==> config.mk <==
export PLATFORM = sky130hd
export DESIGN_NAME = ama_riscv_retire_trace_flat
export DESIGN_NICKNAME = d
export VERILOG_FILES = /design/src/rtl/ama_riscv_trace_pkg.sv /design/src/rtl/ama_riscv_retire_trace_if.sv /design/src/rtl/ama_riscv_trace_fifo.sv /design/src/rtl/ama_riscv_retire_trace.sv /design/src/flat_wrapper.sv
export SDC_FILE = /design/constraint.sdc
export NUM_CORES = 2
export LEC_CHECK = 0
export ABC_AREA = 1
export CAP_MARGIN = 20
export CORE_MARGIN = 8
export CORE_UTILIZATION = 55
export DETAILED_ROUTE_END_ITERATION = 8
export PLACE_DENSITY = 0.73
export SKIP_LAST_GASP = 1
export SYNTH_ARGS = -nofsm -noshare
export SYNTH_HDL_FRONTEND = slang
export SYNTH_SLANG_ARGS = --single-unit
==> constraint.sdc <==
create_clock -name clk -period 19.7 [get_ports clk]
set_input_delay 5.91 -clock clk [delete_from_list [all_inputs] [get_ports clk]]
set_output_delay 5.91 -clock clk [all_outputs]
set_load 0.005 [all_outputs]
==> src/rtl/ama_riscv_trace_pkg.sv <==
// rtl/ama_riscv_trace_pkg.sv - shared types for the retirement trace monitor (RETIRE_TRACE_BP_EN adds branch bits)
package ama_riscv_trace_pkg;

  localparam int OVF_W = 16;
  // Entries carry the widest supported sequence number; narrower CNT_W builds zero-extend.
  localparam int SEQ_W = 64;

  typedef enum logic [1:0] {
    TR_RUN,
    TR_DRAIN,
    TR_FROZEN
  } trace_state_e;

  typedef struct packed {
    logic [31:0]      pc;
    logic [31:0]      inst;
    logic [SEQ_W-1:0] seq;
`ifdef RETIRE_TRACE_BP_EN
    logic [1:0]       br;
`endif
  } trace_entry_t;

endpackage

==> src/rtl/ama_riscv_retire_trace_if.sv <==
// rtl/ama_riscv_retire_trace_if.sv - trace drain port (RETIRE_TRACE_BP_EN adds tr_br)
interface ama_riscv_retire_trace_if #(
  parameter int CNT_W = 64
) ();

  logic             tr_valid;
  logic             tr_ready;
  logic [31:0]      tr_pc;
  logic [31:0]      tr_inst;
  logic [CNT_W-1:0] tr_seq;
`ifdef RETIRE_TRACE_BP_EN
  logic [1:0]       tr_br;
`endif

  modport master (
    output tr_valid, tr_pc, tr_inst, tr_seq,
`ifdef RETIRE_TRACE_BP_EN
    output tr_br,
`endif
    input  tr_ready
  );

  modport slave (
    input  tr_valid, tr_pc, tr_inst, tr_seq,
`ifdef RETIRE_TRACE_BP_EN
    input  tr_br,
`endif
    output tr_ready
  );

endinterface

==> src/rtl/ama_riscv_trace_fifo.sv <==
// rtl/ama_riscv_trace_fifo.sv - synchronous FIFO of trace entries, head forced to zero when empty
module ama_riscv_trace_fifo
  import ama_riscv_trace_pkg::*;
#(
  parameter int DEPTH = 16
) (
  input  logic         clk,
  input  logic         rst_n,
  input  logic         push,
  input  trace_entry_t din,
  output logic         full,
  input  logic         pop,
  output logic         valid,
  output trace_entry_t dout
);

  localparam int AW = $clog2(DEPTH);

  trace_entry_t  mem [DEPTH];
  logic [AW-1:0] wr_ptr;
  logic [AW-1:0] rd_ptr;
  logic [AW:0]   count;
  logic          do_push;
  logic          do_pop;

  assign valid   = (count != '0);
  assign full    = (count == (AW+1)'(DEPTH));
  assign do_pop  = pop & valid;
  // A full FIFO still takes a push when the head leaves in the same cycle.
  assign do_push = push & (~full | do_pop);
  assign dout    = valid ? mem[rd_ptr] : '0;

  // Pointer and occupancy bookkeeping.
  always_ff @(posedge clk or negedge rst_n) begin
    if (!rst_n) begin
      wr_ptr <= '0;
      rd_ptr <= '0;
      count  <= '0;
    end else begin
      if (do_push) wr_ptr <= wr_ptr + 1'b1;
      if (do_pop)  rd_ptr <= rd_ptr + 1'b1;
      case ({do_push, do_pop})
        2'b10:   count <= count + 1'b1;
        2'b01:   count <= count - 1'b1;
        default: count <= count;
      endcase
    end
  end

  // Storage needs no reset; the head is masked until written.
  always_ff @(posedge clk) begin
    if (do_push) mem[wr_ptr] <= din;
  end

endmodule

==> src/rtl/ama_riscv_retire_trace.sv <==
// rtl/ama_riscv_retire_trace.sv - retirement monitor with counters, freeze FSM and trace FIFO (RETIRE_TRACE_BP_EN adds branch stats)
module ama_riscv_retire_trace
  import ama_riscv_trace_pkg::*;
#(
  parameter int DEPTH             = 16,
  parameter int CNT_W             = 64,
  parameter int POST_TOHOST_SLOTS = 1
) (
  input  logic               clk,
  input  logic               rst_n,
  input  logic [31:0]        pc_wbk,
  input  logic [31:0]        inst_wbk,
  input  logic               inst_wb_nop_or_clear,
  input  logic               tohost,
  input  logic               mmio_reset_cnt,
`ifdef RETIRE_TRACE_BP_EN
  input  logic               br_taken_wbk,
  input  logic               br_mispred_wbk,
  output logic [CNT_W-1:0]   br_cnt,
  output logic [CNT_W-1:0]   mispred_cnt,
`endif
  ama_riscv_retire_trace_if.master tr,
  output logic [CNT_W-1:0]   cycle_cnt,
  output logic [CNT_W-1:0]   instr_cnt,
  output logic [OVF_W-1:0]   ovf_cnt,
  output logic               frozen
);

  localparam int SLOT_W = (POST_TOHOST_SLOTS > 1) ? $clog2(POST_TOHOST_SLOTS + 1) : 1;

  trace_state_e      state_q, state_d;
  logic [SLOT_W-1:0] slot_q, slot_d;
  logic              tohost_q;
  logic              running;
  logic              retire;
  logic              fifo_full;
  logic              fifo_valid;
  logic              pop;
  logic              drop;
  logic [CNT_W-1:0]  seq_next;
  trace_entry_t      entry;
  trace_entry_t      head;

  assign running  = (state_q != TR_FROZEN);
  assign retire   = running & ~inst_wb_nop_or_clear;
  assign pop      = fifo_valid & tr.tr_ready;
  assign drop     = retire & fifo_full & ~pop;
  assign seq_next = instr_cnt + 1'b1;
  assign frozen   = (state_q == TR_FROZEN);

  // Pack the retiring instruction into a FIFO entry.
  always_comb begin
    entry      = '0;
    entry.pc   = pc_wbk;
    entry.inst = inst_wbk;
    entry.seq  = SEQ_W'(seq_next);
`ifdef RETIRE_TRACE_BP_EN
    entry.br   = {br_taken_wbk, br_mispred_wbk};
`endif
  end

  ama_riscv_trace_fifo #(.DEPTH(DEPTH)) u_fifo (
    .clk   (clk),
    .rst_n (rst_n),
    .push  (retire),
    .din   (entry),
    .full  (fifo_full),
    .pop   (pop),
    .valid (fifo_valid),
    .dout  (head)
  );

  assign tr.tr_valid = fifo_valid;
  assign tr.tr_pc    = head.pc;
  assign tr.tr_inst  = head.inst;
  assign tr.tr_seq   = head.seq[CNT_W-1:0];
`ifdef RETIRE_TRACE_BP_EN
  assign tr.tr_br    = head.br;
`endif

  // FSM state, drain slot counter and tohost edge history.
  always_ff @(posedge clk or negedge rst_n) begin
    if (!rst_n) begin
      state_q  <= TR_RUN;
      slot_q   <= '0;
      tohost_q <= 1'b0;
    end else begin
      state_q  <= state_d;
      slot_q   <= slot_d;
      tohost_q <= tohost;
    end
  end

  // Next state: a tohost rising edge in RUN starts the post-tohost drain window.
  always_comb begin
    state_d = state_q;
    slot_d  = slot_q;
    case (state_q)
      TR_RUN: begin
        if (tohost && !tohost_q) begin
          if (POST_TOHOST_SLOTS == 0) begin
            state_d = TR_FROZEN;
          end else begin
            state_d = TR_DRAIN;
            slot_d  = SLOT_W'(POST_TOHOST_SLOTS);
          end
        end
      end
      TR_DRAIN: begin
        slot_d = slot_q - 1'b1;
        if (slot_q == SLOT_W'(1)) state_d = TR_FROZEN;
      end
      default: begin
        state_d = TR_FROZEN;
      end
    endcase
  end

  // Cycle, retire and overflow counters; the MMIO clear beats any increment.
  always_ff @(posedge clk or negedge rst_n) begin
    if (!rst_n) begin
      cycle_cnt <= '0;
      instr_cnt <= '0;
      ovf_cnt   <= '0;
    end else if (mmio_reset_cnt) begin
      cycle_cnt <= '0;
      instr_cnt <= '0;
      ovf_cnt   <= '0;
    end else begin
      if (running) cycle_cnt <= cycle_cnt + 1'b1;
      if (retire)  instr_cnt <= seq_next;
      if (drop && (ovf_cnt != {OVF_W{1'b1}})) ovf_cnt <= ovf_cnt + 1'b1;
    end
  end

`ifdef RETIRE_TRACE_BP_EN
  // Branch statistics gathered on retire events only.
  always_ff @(posedge clk or negedge rst_n) begin
    if (!rst_n) begin
      br_cnt      <= '0;
      mispred_cnt <= '0;
    end else if (mmio_reset_cnt) begin
      br_cnt      <= '0;
      mispred_cnt <= '0;
    end else begin
      if (retire && br_taken_wbk)   br_cnt      <= br_cnt + 1'b1;
      if (retire && br_mispred_wbk) mispred_cnt <= mispred_cnt + 1'b1;
    end
  end
`endif

endmodule

==> src/flat_wrapper.sv <==
// flat-port wrapper written by rule: the top's interface ports become plain ports
module ama_riscv_retire_trace_flat import ama_riscv_trace_pkg::*;
#(
  parameter int DEPTH             = 16,
  parameter int CNT_W             = 64,
  parameter int POST_TOHOST_SLOTS = 1
)
  (clk, rst_n, pc_wbk, inst_wbk, inst_wb_nop_or_clear, tohost, mmio_reset_cnt, cycle_cnt, instr_cnt, ovf_cnt, frozen, tr_tr_valid, tr_tr_pc, tr_tr_inst, tr_tr_seq, tr_tr_ready);
  ama_riscv_retire_trace_if #(.CNT_W(CNT_W)) tr_i ();
  input  logic clk;
  input  logic rst_n;
  input  logic [31:0] pc_wbk;
  input  logic [31:0] inst_wbk;
  input  logic inst_wb_nop_or_clear;
  input  logic tohost;
  input  logic mmio_reset_cnt;
  output logic [CNT_W-1:0] cycle_cnt;
  output logic [CNT_W-1:0] instr_cnt;
  output logic [OVF_W-1:0] ovf_cnt;
  output logic frozen;
  output wire logic [$bits(tr_i.tr_valid)-1:0] tr_tr_valid;
  output wire logic [$bits(tr_i.tr_pc)-1:0] tr_tr_pc;
  output wire logic [$bits(tr_i.tr_inst)-1:0] tr_tr_inst;
  output wire logic [$bits(tr_i.tr_seq)-1:0] tr_tr_seq;
  input wire logic [$bits(tr_i.tr_ready)-1:0] tr_tr_ready;
  assign tr_tr_valid = tr_i.tr_valid;
  assign tr_tr_pc = tr_i.tr_pc;
  assign tr_tr_inst = tr_i.tr_inst;
  assign tr_tr_seq = tr_i.tr_seq;
  assign tr_i.tr_ready = tr_tr_ready;
  ama_riscv_retire_trace #(.DEPTH(DEPTH), .CNT_W(CNT_W), .POST_TOHOST_SLOTS(POST_TOHOST_SLOTS)) u_core (.clk(clk), .rst_n(rst_n), .pc_wbk(pc_wbk), .inst_wbk(inst_wbk), .inst_wb_nop_or_clear(inst_wb_nop_or_clear), .tohost(tohost), .mmio_reset_cnt(mmio_reset_cnt), .tr(tr_i), .cycle_cnt(cycle_cnt), .instr_cnt(instr_cnt), .ovf_cnt(ovf_cnt), .frozen(frozen));
endmodule
# After elaboration in Yosys (flattened, before gate mapping)
# Memories as Yosys holds them, arrays and structs flattened.
# Index checks and enable logic that the tools add are counted.
[op_classes] add_sub_neg=8 eq_ne=9 mux=15 bitwise=10 reduce_logical=12
[ops] operator="$mux 64" count=4
[ops] operator="$add 64x1->64 const B" count=2
[ops] operator="$mux 128" count=1
[ops] operator="$mux 16" count=2
[ops] operator="$add 16x1->16 const B" count=1
[ops] operator="$ne 16x16->1 const B" count=1
[ops] operator="$pmux 5 s2" count=1
[ops] operator="$reduce_bool 2->1" count=5
[ops] operator="$add 4x1->4 const B" count=2
[ops] operator="$and 1x1->1" count=6
[ops] operator="$add 5x1->5 const B" count=1
[ops] operator="$eq 5x5->1 const B" count=1
[ops] operator="$reduce_bool 5->1" count=1
[ops] operator="$sub 5x1->5 const B" count=1
[ops] operator="$eq 2x1->1 const B" count=2
[ops] operator="$eq 2x2->1 const B" count=2
[ops] operator="$mux 2" count=2
[ops] operator="$ne 2x1->1 const B" count=2
[ops] operator="$pmux 2 s2" count=1
[ops] operator="$reduce_and 2->1" count=2
[ops] operator="$mux 1" count=3
[ops] operator="$not 1->1" count=3
[ops] operator="$logic_and 1x1->1" count=2
[ops] operator="$logic_not 2->1" count=1
[ops] operator="5 further kinds" count=5
[totals] ff_bits=161 mem_bits_rw=2048 in_bits=70 out_inout_bits=274 memories=1
[mem_list] memory="u_core.u_fifo.mem" words=16 word_bits=128 rd=1 rd_clocked_by_memory_dff=0 wr=1 line="ama_riscv_trace_fifo.sv:19" rtl="trace_entry_t mem [DEPTH];"

# Depth between registers and ports, before layout
[depth] word_depth=7 mapped_depth=16

# Hierarchy
# From an unflattened synthesis, not the netlist that was laid out.
[unflattened] cells_unflattened=8209 area_unflattened_um2=91835.6
[by_module_without_submodules] module="ama_riscv_trace_fifo" instances=1 cells_each=6702 area_per_inst_um2=82131.3 seq_area_each_um2=61824.3
[by_module_without_submodules] module="ama_riscv_retire_trace" instances=1 cells_each=1507 area_per_inst_um2=9704.3 seq_area_each_um2=3703.6

# Worst setup path before layout
# No wires, ideal clock.
[synth_path] path_kind="input -> register" from="in inst_wb_nop_or_clear" to="mem u_core.u_fifo.mem[11][0] in the netlist's numbering, enable pin" arrival_time_ns=11.815 t_required_ns=19.084 setup_slack_ns=7.269 cell_stages=7 n_path_buf=0 path_cell_list="inv_1 nand2_2 inv_1 nand2_1 nor2_1 inv_1 nor2_1"
[synth_between] elab_chain_len=5
[synth_rtl] element="from (decl)" line="flat_wrapper.sv:14" rtl="input logic inst_wb_nop_or_clear;"
[synth_rtl] element="$not 1->1" line="ama_riscv_retire_trace.sv:45" rtl="assign retire = running & ~inst_wb_nop_or_clear;"
[synth_rtl] element="$and 1x1->1" line="ama_riscv_retire_trace.sv:45"
[synth_rtl] element="$and 1x1->1" line="ama_riscv_trace_fifo.sv:30" rtl="assign do_push = push & (~full | do_pop);"
[synth_rtl] element="$mux 1" line="ama_riscv_trace_fifo.sv:52" rtl="if (do_push) mem[wr_ptr] <= din;"
[synth_rtl] element="$mux 1 (implied by the code)" line="ama_riscv_trace_fifo.sv:52"
[synth_rtl] element="to (decl)" line="ama_riscv_trace_fifo.sv:19"
# Every way passes these cells.

# Worst setup path in the final report
[layout_path] from="reg u_core.u_fifo.rd_ptr[1]" to="out tr_tr_pc[22]"
[layout_between] elab_chain_len=2
[layout_rtl] element="from (decl)" line="ama_riscv_trace_fifo.sv:21" rtl="logic [AW-1:0] rd_ptr;"
[layout_rtl] element="from (signal assigned)" line="ama_riscv_trace_fifo.sv:41" rtl="if (do_pop) rd_ptr <= rd_ptr + 1'b1;"
[layout_rtl] element="$mem_v2 16x128"
[layout_rtl] element="$mux 128" line="ama_riscv_trace_fifo.sv:31" rtl="assign dout = valid ? mem[rd_ptr] : '0;"
[layout_rtl] element="to (decl)" line="flat_wrapper.sv:22" rtl="output wire logic [$bits(tr_i.tr_pc)-1:0] tr_tr_pc;"
# Every way passes these cells.

==> metrics.yaml <==
pwr:
  peakVddDrop_uv: 175
  power_density_nw_per_um2: 135
  power_switching_uw: 4760
  internal-power_uw: 8930
  power_frac_comb_pct: 31.9
  pwr-share-clk_pct: 29.1
  p_seq_share_pct: 39.0
  switching_share_pct: 34.8
  power.leakage_uw: 0.0324
clocking:
  cts_setup_buffers: 0
  clock_latency_ns: 0.84
  cts-buffers-inserted: 214
  clock-root-buffer: "clkbuf_16"
  path_clk_slew_ns: 0.06
  clk_path_buf_depth: 3
  cts_num_sinks: 2209
  cts_tree: "built"
  cts_resized: 0
  cts_max_level: 4
  holdBufCountCts: 0
setup_path:
  crit_type: "reg -> out"
  end_kind: "output pin"
  crit_fanout: 192
  cp.required_ns: 13.79
  cp.arrival_ns: 5.79
  startpoint_type: "flip-flop"
floorplan:
  core_area_um2: 162000
  io_pins: 344
  rows: 148
  die_x_um: 419
  dieArea_um2: 176000
  start_util_pct: 55.1
  die_y_um: 419
synth:
  synth.area.top_cells: "edfxtp_1, o21ai_0, nor2_1, dfrtp_1, o221ai_1"
  synth-edff-count: 2048
  ys.flop_type: "edfxtp_1"
  synth-seq-area-share_pct: 73.3
  synthArstFlopShare_pct: 7.29
  ys_ff_latch: 2209
  synthCells: 6989
  synth_nets: 7069
  yosysWarnings: 0
  yosysTopAreaCell: "edfxtp_1"
  avgSynthCellArea_um2: 12.8
  synth.top_cell.area_share_pct: 68.7
  synth_area_um2: 89500
  synth_cell_types: 45
timing:
  rsz0062_at_grt: "no"
  period_needed_ns: 11.70
  timing.final.crit_share_pct: 59.4
  max_slew_margin_pct: 20.7
  setup_tns_ns: 0
  setup_viol_count_final: 0
  maxSlewViolCount: 0
  hold_violations: 0
  finalClockSkew_ns: 0.0333
  fmax_mhz: 85.5
  worst_slew_pin_slew_ns: 1.19
detailed_routing:
  vias: 60800
  dr.pass1.iters: 6
  drtIter0Drc: 7832
  routedWlPerCell_um: 26.2
  drc: 0
  drt-vias-per-instance: 6.37
  ant_nets: 0
  routed_wl_um: 250000
grt:
  grt_use_met2_pct: 44.9
  grt_max_degree: 293
  grt_util_all_layers_pct: 27.5
  met1_usage_pct: 37.0
  top_usage_layer: "met2"
  grt_pass1_vias: 59500
  met3_usage_pct: 4.66
  grt_overflow: 0
  antenna_found_initial: 7
  grt_pass1_wl_um: 370000
place:
  gp_congestion: 0.931
  hpwl_um: 126000
  place_area_um2: 94600
  portBuffers: 343
outcome:
  status: "finished, final reports clean"
layout:
  nNetsFinal: 7269
  seq_area_um2: 65500
  n_fill_cell: 11900
  drive_gt1_share_pct: 6.94
  area_growth_pct: 13.6
  stdcell_area_um2: 102000
  multi_input_area_um2: 21100
flow_run:
  cap_viol_max_count: 0
worst_hold_path:
  hp-class: "reg -> reg"
## power by group through the flow
stage	sequential, uW	clock (uW)	combinational, uW
6_report	5340	3980	4370
3_5_place_dp	5430	0	4310
4_1_cts	5330	4030	4340
5_1_grt	5340	4210	4710
2_1_floorplan	5360	0	2550
3_3_place_gp	5430	0	4220
## worst paths after layout
kind	end	from	cells past startpoint	slack (ns)
max reg2reg	u_core.u_fifo.mem[1][5]	u_core.state_q[0]	10	14.98
max	tr_tr_pc[22]	u_core.u_fifo.rd_ptr[1]	8	8.00
min	u_core.cycle_cnt[20]	u_core.cycle_cnt[20]	1	0.53
min in group asynchronous	u_core.state_q[0]	rst_n	1	4.95
min reg2reg	u_core.cycle_cnt[20]	u_core.cycle_cnt[20]	1	0.53
max in group asynchronous	u_core.u_fifo.rd_ptr[0]	rst_n	2	13.45
## cell families (layout without fill, tap and decap cells)
family	after synthesis	in the layout	synth area share [%]
other	0	6	0
adder cells (fa/ha/maj)	10	10	0.140
AND/OR/NAND/NOR	2003	2003	9.32
flip-flops	2209	2209	73.3
buffers and inverters	717	1092	3.33
AO/OA/AOI/OAI	1993	1993	13.4
XOR/XNOR	57	57	0.583
## critical path, cell delays in order (launching register included)
cell and delay, ns:
dfrtp_4 0.76, inv_12 0.67, buf_4 0.91, buf_4 0.83, o21ai_0 0.21, o221ai_1 0.22, o211ai_1 0.14, a21oi_1 0.47
clkdlybuf4s50_1 0.62
## cells in the mapped netlist (all sizes together), types with 5 or more instances
cell type,instances
edfxtp,2048
nor2,1257
o21ai,1119
nand2,384
o221ai,356
clkbuf,313
inv,252
nand3,205
o22ai,180
a21oi,167
dfrtp,161
o211ai,156
buf,149
nor3,75
nand4,63
xor2,55
ha,10
and3,5
nand3b,5
o31ai,5
## layout make-up
class / count / share of cell area [%]
sequential: 2209 / 64.5
multi-input combinational: 4063 / 20.8
clock buffer: 271 / 5.57
timing repair buffer: 446 / 4.41
tap: 2175 / 2.68
clock inverter: 120 / 1.11
inverter: 255 / 0.990
antenna: 6 / 0.0148
## registers in the layout, summed over array words and instances (netlist names)
signal and flops:
u_core.ovf_cnt 16, u_core.u_fifo.rd_ptr 4, u_core.state_q 2, u_core.slot_q 1, u_core.tohost_q 1, u_core.u_fifo.mem 2048, u_core.u_fifo.count 5, u_core.u_fifo.wr_ptr 4
u_core.instr_cnt 64, u_core.cycle_cnt 64
## per-layer routing
metal	vias up	part of all wire (%)
li1	26600	-
met1	30200	39
met2	3488	48
met3	572	9.3
met4	2	4.1
met5	-	0.0048
## cell usage in the layout, fill, tap and decap left out, drive strengths merged, types with 4 or more instances in the layout
cell type,count
o221ai,356
nand4,63
bufinv,15
nor3,75
o31ai,5
buf,104
diode,6
clkinv,86
nor2,1257
edfxtp,2048
xor2,55
o21ai,1119
nor4,4
nor3b,4
clkdlybuf4s50,342
clkbuf,271
inv,264
clkinvlp,10
and3,5
o211ai,156
dfrtp,161
nand3,205
nand2,384
ha,10
a21oi,167
o22ai,180
o21a,4
nand3b,5
## stage by stage
stage,utilization (%),cells,power (uW),setup slack [ns],hold WS [ns]
detailed placement,58.3,9132,9740,8.53,0.522
global route,62.7,9541,14300,7.77,0.565
global placement,58.3,9129,9650,8.62,0.513
floorplan,-,6989,7910,7.27,0.495
CTS,62.5,9523,13700,7.62,0.537
finish,62.7,9545,13700,8.00,0.531
Power figures use the tool's default switching activity.
